<file path="config.mk">
export PLATFORM = sky130hd
export DESIGN_NAME = led_ctrl
export DESIGN_NICKNAME = d
export VERILOG_FILES = /design/src/rtl/led_ctrl_pkg.sv /design/src/rtl/led_ctrl_key_debounce.sv /design/src/rtl/led_ctrl.sv
export SDC_FILE = /design/constraint.sdc
export NUM_CORES = 1
export LEC_CHECK = 0
export ABC_AREA = 1
export CAP_MARGIN = 20
export CORE_AREA = 2 2 105 107
export CTS_BUF_LIST = sky130_fd_sc_hd__clkbuf_16
export DETAILED_ROUTE_END_ITERATION = 10
export DIE_AREA = 0 0 107 109
export PLACE_DENSITY_LB_ADDON = 0.3
export SLEW_MARGIN = 25
export SYNTH_ARGS = -nofsm -noshare
export SYNTH_HDL_FRONTEND = slang
export SYNTH_SLANG_ARGS = --single-unit
</file>
<file path="constraint.sdc">
create_clock -name clk -period 9.2 [get_ports clk]
set_clock_uncertainty 0.1 [all_clocks]
set_input_delay 2.76 -clock clk [delete_from_list [all_inputs] [get_ports clk]]
set_output_delay 2.76 -clock clk [all_outputs]
set_load 0.02 [all_outputs]
</file>
<file path="src/rtl/led_ctrl_pkg.sv">
// Purpose: shared types and defaults for the LED selection controller.
// Latency: n/a (types, constants and a pure helper function only).
// Backpressure: n/a.
package led_ctrl_pkg;

  // Defaults for the top-level parameters.
  localparam int unsigned CLK_FREQ_DEF     = 50_000_000;
  localparam int unsigned DEBOUNCE_CYC_DEF = 1_000_000;

  // Highest legal led_sel index (three LEDs: 0..2).
  localparam logic [1:0] LED_LAST = 2'd2;

  // Debounce FSM states.
  typedef enum logic [1:0] {
    RELEASED     = 2'd0,
    PRESS_WAIT   = 2'd1,
    PRESSED      = 2'd2,
    RELEASE_WAIT = 2'd3
  } deb_state_t;

  // Round-robin advance over the three LED indices.
  function automatic logic [1:0] led_next(input logic [1:0] cur);
    return (cur >= LED_LAST) ? 2'd0 : cur + 2'd1;
  endfunction

endpackage

</file>
<file path="src/rtl/led_ctrl_key_debounce.sv">
// Purpose: synchronize and debounce one active-low push button, emit a press pulse.
// Latency: press pulses DEBOUNCE_CYC+2 cycles after the first edge sampling the key low.
// Backpressure: none; the key is free-running and the pulse is fire-and-forget.
//
// Ports:
//   clk    - core clock, rising edge
//   rst    - asynchronous active-high reset
//   key_n  - raw asynchronous button, 0 = pressed
//   press  - registered one-cycle pulse on each debounced press
module key_debounce
  import led_ctrl_pkg::*;
#(
  parameter int unsigned DEBOUNCE_CYC = DEBOUNCE_CYC_DEF
) (
  input  logic clk,
  input  logic rst,
  input  logic key_n,
  output logic press
);

  // The counter only needs to reach DEBOUNCE_CYC-1: the entry edge into a
  // wait state is itself the first stable sample.
  localparam int unsigned CW = (DEBOUNCE_CYC > 1) ? $clog2(DEBOUNCE_CYC) : 1;
  localparam logic [CW-1:0] CNT_LAST = CW'(DEBOUNCE_CYC - 1);

  logic          sync_q1;
  logic          sync_q2;
  deb_state_t    state;
  deb_state_t    state_nxt;
  logic [CW-1:0] cnt;
  logic [CW-1:0] cnt_nxt;
  logic          press_nxt;

  // Two-flop synchronizer; resets to the released level.
  always_ff @(posedge clk or posedge rst) begin
    if (rst) begin
      sync_q1 <= 1'b1;
      sync_q2 <= 1'b1;
    end else begin
      sync_q1 <= key_n;
      sync_q2 <= sync_q1;
    end
  end

  always_ff @(posedge clk or posedge rst) begin
    if (rst) begin
      state <= RELEASED;
      cnt   <= '0;
      press <= 1'b0;
    end else begin
      state <= state_nxt;
      cnt   <= cnt_nxt;
      press <= press_nxt;
    end
  end

  always_comb begin
    state_nxt = state;
    cnt_nxt   = cnt;
    press_nxt = 1'b0;
    case (state)
      RELEASED: begin
        if (!sync_q2) begin
          state_nxt = PRESS_WAIT;
          cnt_nxt   = '0;
        end
      end
      PRESS_WAIT: begin
        if (sync_q2) begin
          state_nxt = RELEASED;
          cnt_nxt   = '0;
        end else if (cnt == CNT_LAST) begin
          // Only this transition produces an event.
          state_nxt = PRESSED;
          cnt_nxt   = '0;
          press_nxt = 1'b1;
        end else begin
          cnt_nxt = cnt + CW'(1);
        end
      end
      PRESSED: begin
        if (sync_q2) begin
          state_nxt = RELEASE_WAIT;
          cnt_nxt   = '0;
        end
      end
      RELEASE_WAIT: begin
        if (!sync_q2) begin
          state_nxt = PRESSED;
          cnt_nxt   = '0;
        end else if (cnt == CNT_LAST) begin
          state_nxt = RELEASED;
          cnt_nxt   = '0;
        end else begin
          cnt_nxt = cnt + CW'(1);
        end
      end
      default: begin
        state_nxt = RELEASED;
        cnt_nxt   = '0;
      end
    endcase
  end

endmodule

</file>
<file path="src/rtl/led_ctrl.sv">
// Purpose: 1 s tick generator plus debounced select/reload buttons choosing an LED index.
// Latency: load_en/led_sel update one cycle after a debounced press; delay_1s every CLK_FREQ cycles.
// Backpressure: none; all outputs are single-cycle strobes or levels with no handshake.
//
// Ports:
//   clk       - core clock, rising edge
//   rst       - asynchronous active-high reset
//   key_sel   - raw active-low "select next LED" button
//   key_load  - raw active-low "reload" button
//   delay_1s  - one-cycle tick while the timer sits at CLK_FREQ-1
//   load_en   - one-cycle pulse per accepted reload press
//   led_sel   - LED index to toggle, 0..2
module led_ctrl
  import led_ctrl_pkg::*;
#(
  parameter int unsigned CLK_FREQ     = CLK_FREQ_DEF,
  parameter int unsigned DEBOUNCE_CYC = DEBOUNCE_CYC_DEF
) (
  input  logic       clk,
  input  logic       rst,
  input  logic       key_sel,
  input  logic       key_load,
  output logic       delay_1s,
  output logic       load_en,
  output logic [1:0] led_sel
);

  localparam int unsigned TW = $clog2(CLK_FREQ);
  localparam logic [TW-1:0] T_LAST = TW'(CLK_FREQ - 1);

  logic          sel_ev;
  logic          load_ev;
  logic [TW-1:0] timer;
  logic [TW-1:0] timer_nxt;

  key_debounce #(.DEBOUNCE_CYC(DEBOUNCE_CYC)) u_deb_sel (
    .clk   (clk),
    .rst   (rst),
    .key_n (key_sel),
    .press (sel_ev)
  );

  key_debounce #(.DEBOUNCE_CYC(DEBOUNCE_CYC)) u_deb_load (
    .clk   (clk),
    .rst   (rst),
    .key_n (key_load),
    .press (load_ev)
  );

  // Any accepted press restarts the period from zero.
  always_comb begin
    timer_nxt = timer + TW'(1);
    if (sel_ev || load_ev || (timer == T_LAST)) begin
      timer_nxt = '0;
    end
  end

  always_ff @(posedge clk or posedge rst) begin
    if (rst) begin
      timer    <= '0;
      delay_1s <= 1'b0;
      load_en  <= 1'b0;
      led_sel  <= 2'd0;
    end else begin
      timer    <= timer_nxt;
      // Registered against the next timer value so the tick coincides with
      // timer == CLK_FREQ-1; a restart (timer_nxt = 0) can never tick since
      // CLK_FREQ >= 2.
      delay_1s <= (timer_nxt == T_LAST);
      load_en  <= load_ev;
      // Reload has priority and swallows a coincident select.
      if (load_ev) begin
        led_sel <= 2'd0;
      end else if (sel_ev) begin
        led_sel <= led_next(led_sel);
      end
    end
  end

endmodule

</file>
* Word level (Yosys, flattened, before mapping)
Index checks and enable logic that the tools add are counted.
** Word-level totals
- Output and inout bits :: 4
- Bits in registers :: 80
- Input port bits :: 4
- Word-level logic and storage cells :: 82
** Cells by class
- Eq/ne operators :: 18
- Mux-type cells :: 36
- Add/subtract/negate cells :: 4
- $lt $le $gt $ge :: 1
- Reductions and logical operators :: 9
** Operators by type and width (count)
- two-way mux 20 bit :: 10
- case mux 20 bit (4 select lines) :: 2
- equality test 26 bit (second input constant) :: 2
- adder 20 x 1 -> 20 bit (second input constant) :: 2
- equality test 20 bit (second input constant) :: 2
- two-way mux 2 bit :: 15
- adder 26 x 1 -> 26 bit (second input constant) :: 1
- two-way mux 26 bit :: 1
- case mux 2 bit (4 select lines) :: 2
- equality test 2 bit (second input constant) :: 4
- AND reduction 4 bit :: 2
- two-way mux 1 bit :: 6
- != test 3 x 1 -> 1 bit (second input constant) :: 2
- != test 3 bit (second input constant) :: 2
- equality test 2 x 1 -> 1 bit (second input constant) :: 2
- zero test 2 bit :: 2
- != test 2 x 1 -> 1 bit (second input constant) :: 2
- != test 2 bit (second input constant) :: 2
- AND reduction 2 bit :: 2
- adder 2 x 1 -> 2 bit (second input constant) :: 1
- >= comparator 2 bit (second input constant) :: 1
- logical OR 1 bit :: 2
- nonzero test 2 bit :: 1

* Logic depth before layout (Yosys ltp)
Gate-level depths: netlist (run 1).
- Depth after elaboration :: 4
- Depth in mapped cells :: 13
- Depth with buffers taken out :: 13

* Hierarchy
From an unflattened synthesis (run 1), not the netlist that was laid out.
** Unflattened totals
- Cell total of the unflattened synthesis :: 722
- Area total of the unflattened synthesis :: 4983.5 µm²
** Modules (own cells, without submodules)
- led_ctrl :: sequential area each 750.7 µm², cells an instance 301, times used 1, area an instance 1974.4 µm²
- key_debounce at u_deb_sel :: sequential area each 628.1 µm², cells an instance 226, times used 1, area an instance 1565.3 µm²
- key_debounce at u_deb_load :: sequential area each 628.1 µm², cells an instance 195, times used 1, area an instance 1443.9 µm²

* Least setup slack after synthesis (run 1)
No wires, ideal clock.
- Path type :: register -> output
- From :: register led_sel[0]
- To :: output port led_sel[0]
- Data required time :: 6.340 ns
- Arrival time :: 0.452 ns
- Slack :: 5.888 ns
- Cell stages (with the launch flop) :: 1
- Path buffers :: 0
- Path through :: dfrtp_1
** RTL lines
- from (decl) :: line led_ctrl.sv:25 : output logic [1:0] led_sel
- from (signal assigned) :: line led_ctrl.sv:75 : led_sel <= led_next(led_sel);
No word-level cell between the ends.

* Worst setup path after layout (run 1)
- From :: register led_sel[0]
- To :: output port led_sel[0]
No word-level cell between the ends.

==> results of run 1 <==
-- sequential cells by signal, indices dropped and copies added, names as in the netlist, named ones only --
name and flops:
delay_1s 1, led_sel 2, load_en 1, timer 26
u_deb_load.cnt 20, u_deb_load.press 1, u_deb_load.state 1, u_deb_load.sync_q1 1
u_deb_load.sync_q2 1, u_deb_sel.cnt 20, u_deb_sel.press 1, u_deb_sel.state 1
u_deb_sel.sync_q1 1, u_deb_sel.sync_q2 1
-- logic make-up (layout without fill, tap and decap cells) --
kind of cell | after synthesis | count (layout)
buf+inv | 92 | 108
simple gates | 320 | 320
fa+ha+maj | 3 | 3
flops | 80 | 80
xor+xnor | 18 | 18
compound gates | 73 | 73
-- cell type report --
class | instances | area [um2]
Fill cell | 1026 | 5670
Multi-Input combinational cell | 414 | 2060
Sequential cell | 80 | 2010
Inverter | 84 | 318
Clock buffer | 9 | 225
Tap cell | 140 | 175
Timing Repair Buffer | 8 | 81.3
Clock inverter | 7 | 61.3
-- worst max path at each step --
stage | from | endpoint | slack (ns)
2_1_floorplan | rst | async pin | 4.29
3_3_place_gp | rst | timer[7] | 4.96
3_5_place_dp | rst | timer[5] | 4.95
4_1_cts | led_sel[0] | led_sel[0] | 5.00
5_1_grt | led_sel[0] | led_sel[0] | 4.98
6_report | led_sel[0] | led_sel[0] | 5.02
-- layer usage --
layer  wire (um)  up-vias
met1        4200     1751
met5           0        -
met4         144        0
li1            -     1906
met2        4580       41
met3         207        9
-- stage by stage --
step / cell area [um2] / total power [mW] / util (%) / hold WS (ns)
3_5_place_dp: 4640 / 0.465 / 43.8 / 0.248
6_report: 4930 / 0.806 / 46.5 / 0.256
3_3_place_gp: 4640 / 0.462 / 43.8 / 0.249
5_1_grt: 4930 / 0.839 / 46.5 / 0.258
2_1_floorplan: 4420 / 0.445 / - / 0.245
4_1_cts: 4930 / 0.818 / 46.5 / 0.256
-- power groups by stage --
| stage | sequential (mW) | combinational, mW | clock [mW] |
|---|---|---|---|
| after floorplan | 0.381 | 0.0638 | 0 |
| after CTS | 0.377 | 0.0818 | 0.359 |
| after detailed placement | 0.384 | 0.0818 | 0 |
| final | 0.377 | 0.0809 | 0.348 |
| after global placement | 0.383 | 0.0791 | 0 |
| after global routing | 0.379 | 0.0914 | 0.368 |
-- layout by cell type (no fill, tap or decap), types with 3 or more instances in the layout --
cell type,instances
nand4_1,12
xor2_1,15
nor2_1,85
nor3_2,3
nor2_4,4
dfrtp_1,76
o21ai_0,21
nor3_1,11
a21oi_1,22
inv_1,82
o22ai_1,16
dfstp_2,4
nand3_1,38
clkbuf_16,9
nand2_1,137
clkdlybuf4s50_1,7
nand2_2,5
nor2_2,13
xnor2_1,3
ha_1,3
clkinv_2,5
==> results by group, run 1 <==
Synthesis
  • FFs w/ async S/R, synth: 100%
  • Top-area cell type share of the netlist area: 43.0%
  • Adder-cell share of the synthesized area: 0.849%
  • Cells after synthesis: 586
  • Seq/Total Area, Yosys: 45.4%
  • Top-count cell post-synth: nand2_1
  • Post-synthesis mux area share: 0%
  • Synth Cell Area: 4420 um2
  • Synth Area in XOR/XNOR: 3.57%
  • Yosys warns: 0
  • Library cells used by synthesis: 40
  • Post-synth EDFFs: 0
  • Yosys reg bits: 80
  • Syn_nets: 593
  • Top cell type by total area after synthesis: dfrtp_1
  • Ys flop type: dfrtp_1
  • Synth area leaders: dfrtp_1 43%, nand2_1 12%, nor2_1 7.2%
  • Average size of a mapped cell: 7.54 um2
  • Synthesized-area fraction occupied by and/or/nand/nor cells: 32.6%
  • Top cells by count, synth: 137 x nand2_1, 85 x nor2_1, 83 x inv_1
  • Largest family of logic cells by synthesized area: simple AND/OR/NAND/NOR gates
  • Post-synthesis compound-gate area fraction: 9.68%

Worst setup path
  • Max stage delay on crit path: 0.62 ns
  • Worst Path Arrival: 1.32 ns
  • R2r endpoint: u_deb_load.cnt[15]
  • Startpoint type of the worst setup path: flop
  • Critical path data required time: 6.34 ns
  • Kind of end point of the critical path: output pin
  • Cell count of the worst reg-to-reg path: 10
  • WS Path Type: reg2out
  • Stages on the worst setup path: 1
  • R2R setup slack: 6.84 ns
  • CP max stage cell: clkdlybuf4s50_1
  • Cell Chain, Critical Path: clkdlybuf4s50_1
  • Peak fanout along the critical path: 4
  • Reg-to-Reg Start: u_deb_load.cnt[0]
  • Critical path's top delay family: buffers and inverters
  • Worst Path Buf+Inv: 1

Clock tree
  • Clock-pin slew on the worst setup and hold paths: 0.06 ns
  • Clock buffer count from CTS: 9
  • Root buffer cell: clkbuf_16
  • Clock latency on the worst-skew pair: 0.33 ns
  • Post-CTS setup buffers: 0
  • # hold bufs at CTS: 0
  • H-tree depth: 3
  • CTS sink count: 80
  • CTS tree: built
  • Max clock buf depth: 2
  • CTS resizes: 0

Timing
  • Sum Neg Setup Slack: 0 ns
  • Slew HR: 39.2%
  • Setup ws final: 5.02 ns
  • Endpoints failing hold: 0
  • Period utilization: 45.4%
  • Fmax: 0.239 GHz
  • RSZ-0062 raised after global routing: false
  • Worst-Margin Slew: 0.912 ns
  • # setup viols final: 0
  • Shortest period the worst path allows: 4.18 ns
  • Max Slew Vio Count: 0

Place
  • Setup WS pre-CTS: 4.95 ns
  • PortBufs: 7
  • Post-DP HPWL: 6510 um
  • Final GP Congestion: 0.876
  • Placed cell count: 726

Global routing
  • Antenna violations before repair: 0
  • First-pass GRT wire length: 16100 um
  • Met3 usage: 2.15%
  • Vias in the first global route: 3640
  • GR Util met1: 20.9%
  • Busiest grt layer: met2
  • Pin count of the biggest net entering global routing: 81
  • Global routing usage on met2: 30.4%
  • Gr ovfl total: 0
  • Total GRT Usage: 17.3%

Floorplanning
  • Core area: 10600 um2
  • Std cell rows: 38
  • Num ports: 8
  • Chip width: 107 um
  • Initial core utilization: 41.7%
  • Die area: 11700 um2
  • Die height: 109 um

Routing
  • Routed len/inst: 12.3 um
  • First-pass DRT Iterations: 7
  • Vias/cell: 5.00
  • Detailed-route via count: 3707
  • DR iter-0 viols: 159
  • DRC Markers: 0
  • Final WL: 9140 um
  • Antenna-violating nets left: 0

Pwr
  • Internal power: 595 uW
  • Gate power share: 10.0%
  • Power Density: 163 nW/um2
  • IR Drop Worst-Case VDD: 0.0780 mV
  • Seq pwr share: 46.8%
  • Switching Fraction: 26.2%
  • Net Sw Power: 211 uW
  • Clock network power share: 43.1%
  • Leak: 2.23 nW

Outcome
  • Outcome: completed

Finish
  • Area Overhead vs Synth: 11.5%
  • Final layout net count: 604
  • Share of layout cells above drive strength 1: 8.97%
  • Non-filler cells, final: 742
  • ANT cells: 0

Hold path
  • Worst min-delay path startpoint: u_deb_sel.sync_q1
  • Hold Path End: u_deb_sel.sync_q2
  • HP Class: reg2reg
  • Hold path depth: 0

Run
  • Max Cap Viol: 0
Power figures use the tool's default switching activity.
==> inputs of run 2 (changes only) <==
==> constraint.sdc (replaced) <==
create_clock -name clk -period 4 [get_ports clk]
set_clock_uncertainty 0.1 [all_clocks]
set_input_delay 1.2 -clock clk [delete_from_list [all_inputs] [get_ports clk]]
set_output_delay 1.2 -clock clk [all_outputs]
set_load 0.02 [all_outputs]
==> run 2 against run 1 <==
Compared with the run above:
- via count is 0.94% higher
- wire length up 0.90%
- non-clock buffer count rose by 1
- combinational power increased by 140%
- utilization up 0.61 points
- setup slack lost 3.6 ns
- power grew 150%
- clock power rose to 2.6 times the previous value
- first-iteration DRC count is 20% higher
==> results by group, run 2 (synthesis results as in run 1) <==
Outcome
  • Outcome: completed

Worst setup path
  • CP max stage cell: clkdlybuf4s50_1
  • Critical path data required time: 2.70 ns
  • Cell count of the worst reg-to-reg path: 10
  • Cell Chain, Critical Path: clkdlybuf4s50_1
  • Max stage delay on crit path: 0.62 ns
  • R2R setup slack: 1.72 ns
  • R2r endpoint: u_deb_load.cnt[15]
  • Worst Setup SP: led_sel[0]
  • Worst Path Arrival: 1.33 ns
  • Critical path's top delay family: buffers and inverters
  • Startpoint type of the worst setup path: flop
  • Peak fanout along the critical path: 4
  • Worst Path Buf+Inv: 1
  • WS Path Type: reg2out
  • Kind of end point of the critical path: output pin
  • Reg-to-Reg Start: u_deb_load.cnt[0]

Global routing
  • Antenna violations before repair: 0
  • Total GRT Usage: 17.8%
  • Vias in the first global route: 3701
  • First-pass GRT wire length: 16700 um
  • Pin count of the biggest net entering global routing: 81
  • Gr ovfl total: 0

Floorplanning
  • Chip width: 107 um
  • Initial core utilization: 41.7%
  • Die height: 109 um
  • Die area: 11700 um2
  • Core area: 10600 um2
  • Std cell rows: 38
  • Num ports: 8

Hold path
  • HP Class: reg2reg
  • Hold Path End: u_deb_sel.sync_q2
  • Hold path depth: 0
  • Worst min-delay path startpoint: u_deb_sel.sync_q1

Routing
  • Detailed-route via count: 3742
  • DR iter-0 viols: 191
  • Antenna-violating nets left: 0
  • First-pass DRT Iterations: 4
  • Vias/cell: 5.04
  • Final WL: 9220 um
  • DRC Markers: 0
  • Routed len/inst: 12.4 um

Finish
  • Commonest non-fill, non-tap cell in the layout: nand2_1
  • Largest Register: timer
  • Max reg flops: 26
  • ANT cells: 0
  • Area Overhead vs Synth: 13.0%
  • Top flop regs: timer (26), u_deb_load.cnt (20), u_deb_sel.cnt (20)
  • Final layout net count: 605
  • Most frequent cells in the layout: 137 x nand2_1, 85 x nor2_1, 82 x inv_1, 76 x dfrtp_1, 38 x nand3_1
  • Share of layout cells above drive strength 1: 9.12%

Timing
  • Sum Neg Setup Slack: 0 ns
  • Shortest period the worst path allows: 2.63 ns
  • Fmax: 0.381 GHz
  • RSZ-0062 raised after global routing: false
  • Endpoints failing hold: 0
  • # setup viols final: 0
  • Period utilization: 65.6%
  • Max Slew Vio Count: 0
  • Worst-Margin Slew: 0.921 ns
  • Slew HR: 38.6%

Clock tree
  • H-tree depth: 3
  • Clock-pin slew on the worst setup and hold paths: 0.06 ns
  • CTS sink count: 80
  • CTS tree: built
  • Max clock buf depth: 2
  • Root buffer cell: clkbuf_16
  • # hold bufs at CTS: 0
  • Clock latency on the worst-skew pair: 0.33 ns
  • Clock buffer count from CTS: 9
  • Post-CTS setup buffers: 0
  • CTS resizes: 0

Pwr
  • IR Drop Worst-Case VDD: 0.235 mV
  • Power Density: 397 nW/um2
  • Net Sw Power: 484 uW
  • Switching Fraction: 24.4%
  • Seq pwr share: 43.8%
  • Gate power share: 9.8%
  • Total power: 1.98 mW
  • Clock network power share: 46.4%
  • Leak: 2.25 nW
  • Internal power: 1.50 mW

Place
  • Final GP Congestion: 0.867
  • Post-DP HPWL: 6590 um
  • PortBufs: 7

Run
  • Max Cap Viol: 0
==> run 2: worst max-delay path by stage <==
stage	to	cells past startpoint	slack [ns]
after floorplan	async pin	1	0.65
after global placement	led_sel[0]	1	1.74
after detailed placement	led_sel[0]	1	1.71
after CTS	led_sel[0]	1	1.36
after global routing	led_sel[0]	1	1.31
final	led_sel[0]	1	1.37
==> run 2: cell type report <==
cell class	count	area [um2]
clock buffers	9	225
flip-flops and latches	80	2010
well taps	140	175
multi-input cells	414	2060
inverters	84	318
clock inverters	7	110
repair buffers	9	97.6
fillers	1021	5610
==> run 2: routing by layer <==
metal | part of all wire, % | vias up | track usage [%]
li1 | - | 1911 | -
met1 | 47 | 1795 | 21.9
met2 | 50 | 31 | 31.8
met3 | 1.8 | 5 | 2.99
met4 | 0.69 | 0 | 5.84
met5 | 0 | - | 0
==> run 2: stage by stage <==
step	hold WS (ns)	cell area [um2]	instances	utilization, %	setup slack (ns)
2_1_floorplan	0.245	4420	586	-	0.655
3_3_place_gp	0.250	4660	727	43.9	1.74
3_5_place_dp	0.251	4660	727	43.9	1.71
4_1_cts	0.259	4990	743	47.1	1.36
5_1_grt	0.260	4990	743	47.1	1.31
6_report	0.257	4990	743	47.1	1.37
==> run 2: worst register-to-register path, delay by kind of cell, from the launching register on <==
family          cells  cell delay (ns)
compound gates      3             0.80
flops               1             0.38
simple gates        4             0.33
buf+inv             2             0.33
fa+ha+maj           1             0.21
==> run 2: power groups by stage <==
stage	clock network (mW)	logic (mW)	registers, mW
after floorplan	0	0.147	0.877
after global placement	0	0.191	0.881
after detailed placement	0	0.194	0.882
after CTS	0.947	0.197	0.869
after global routing	0.980	0.221	0.875
final	0.921	0.194	0.869
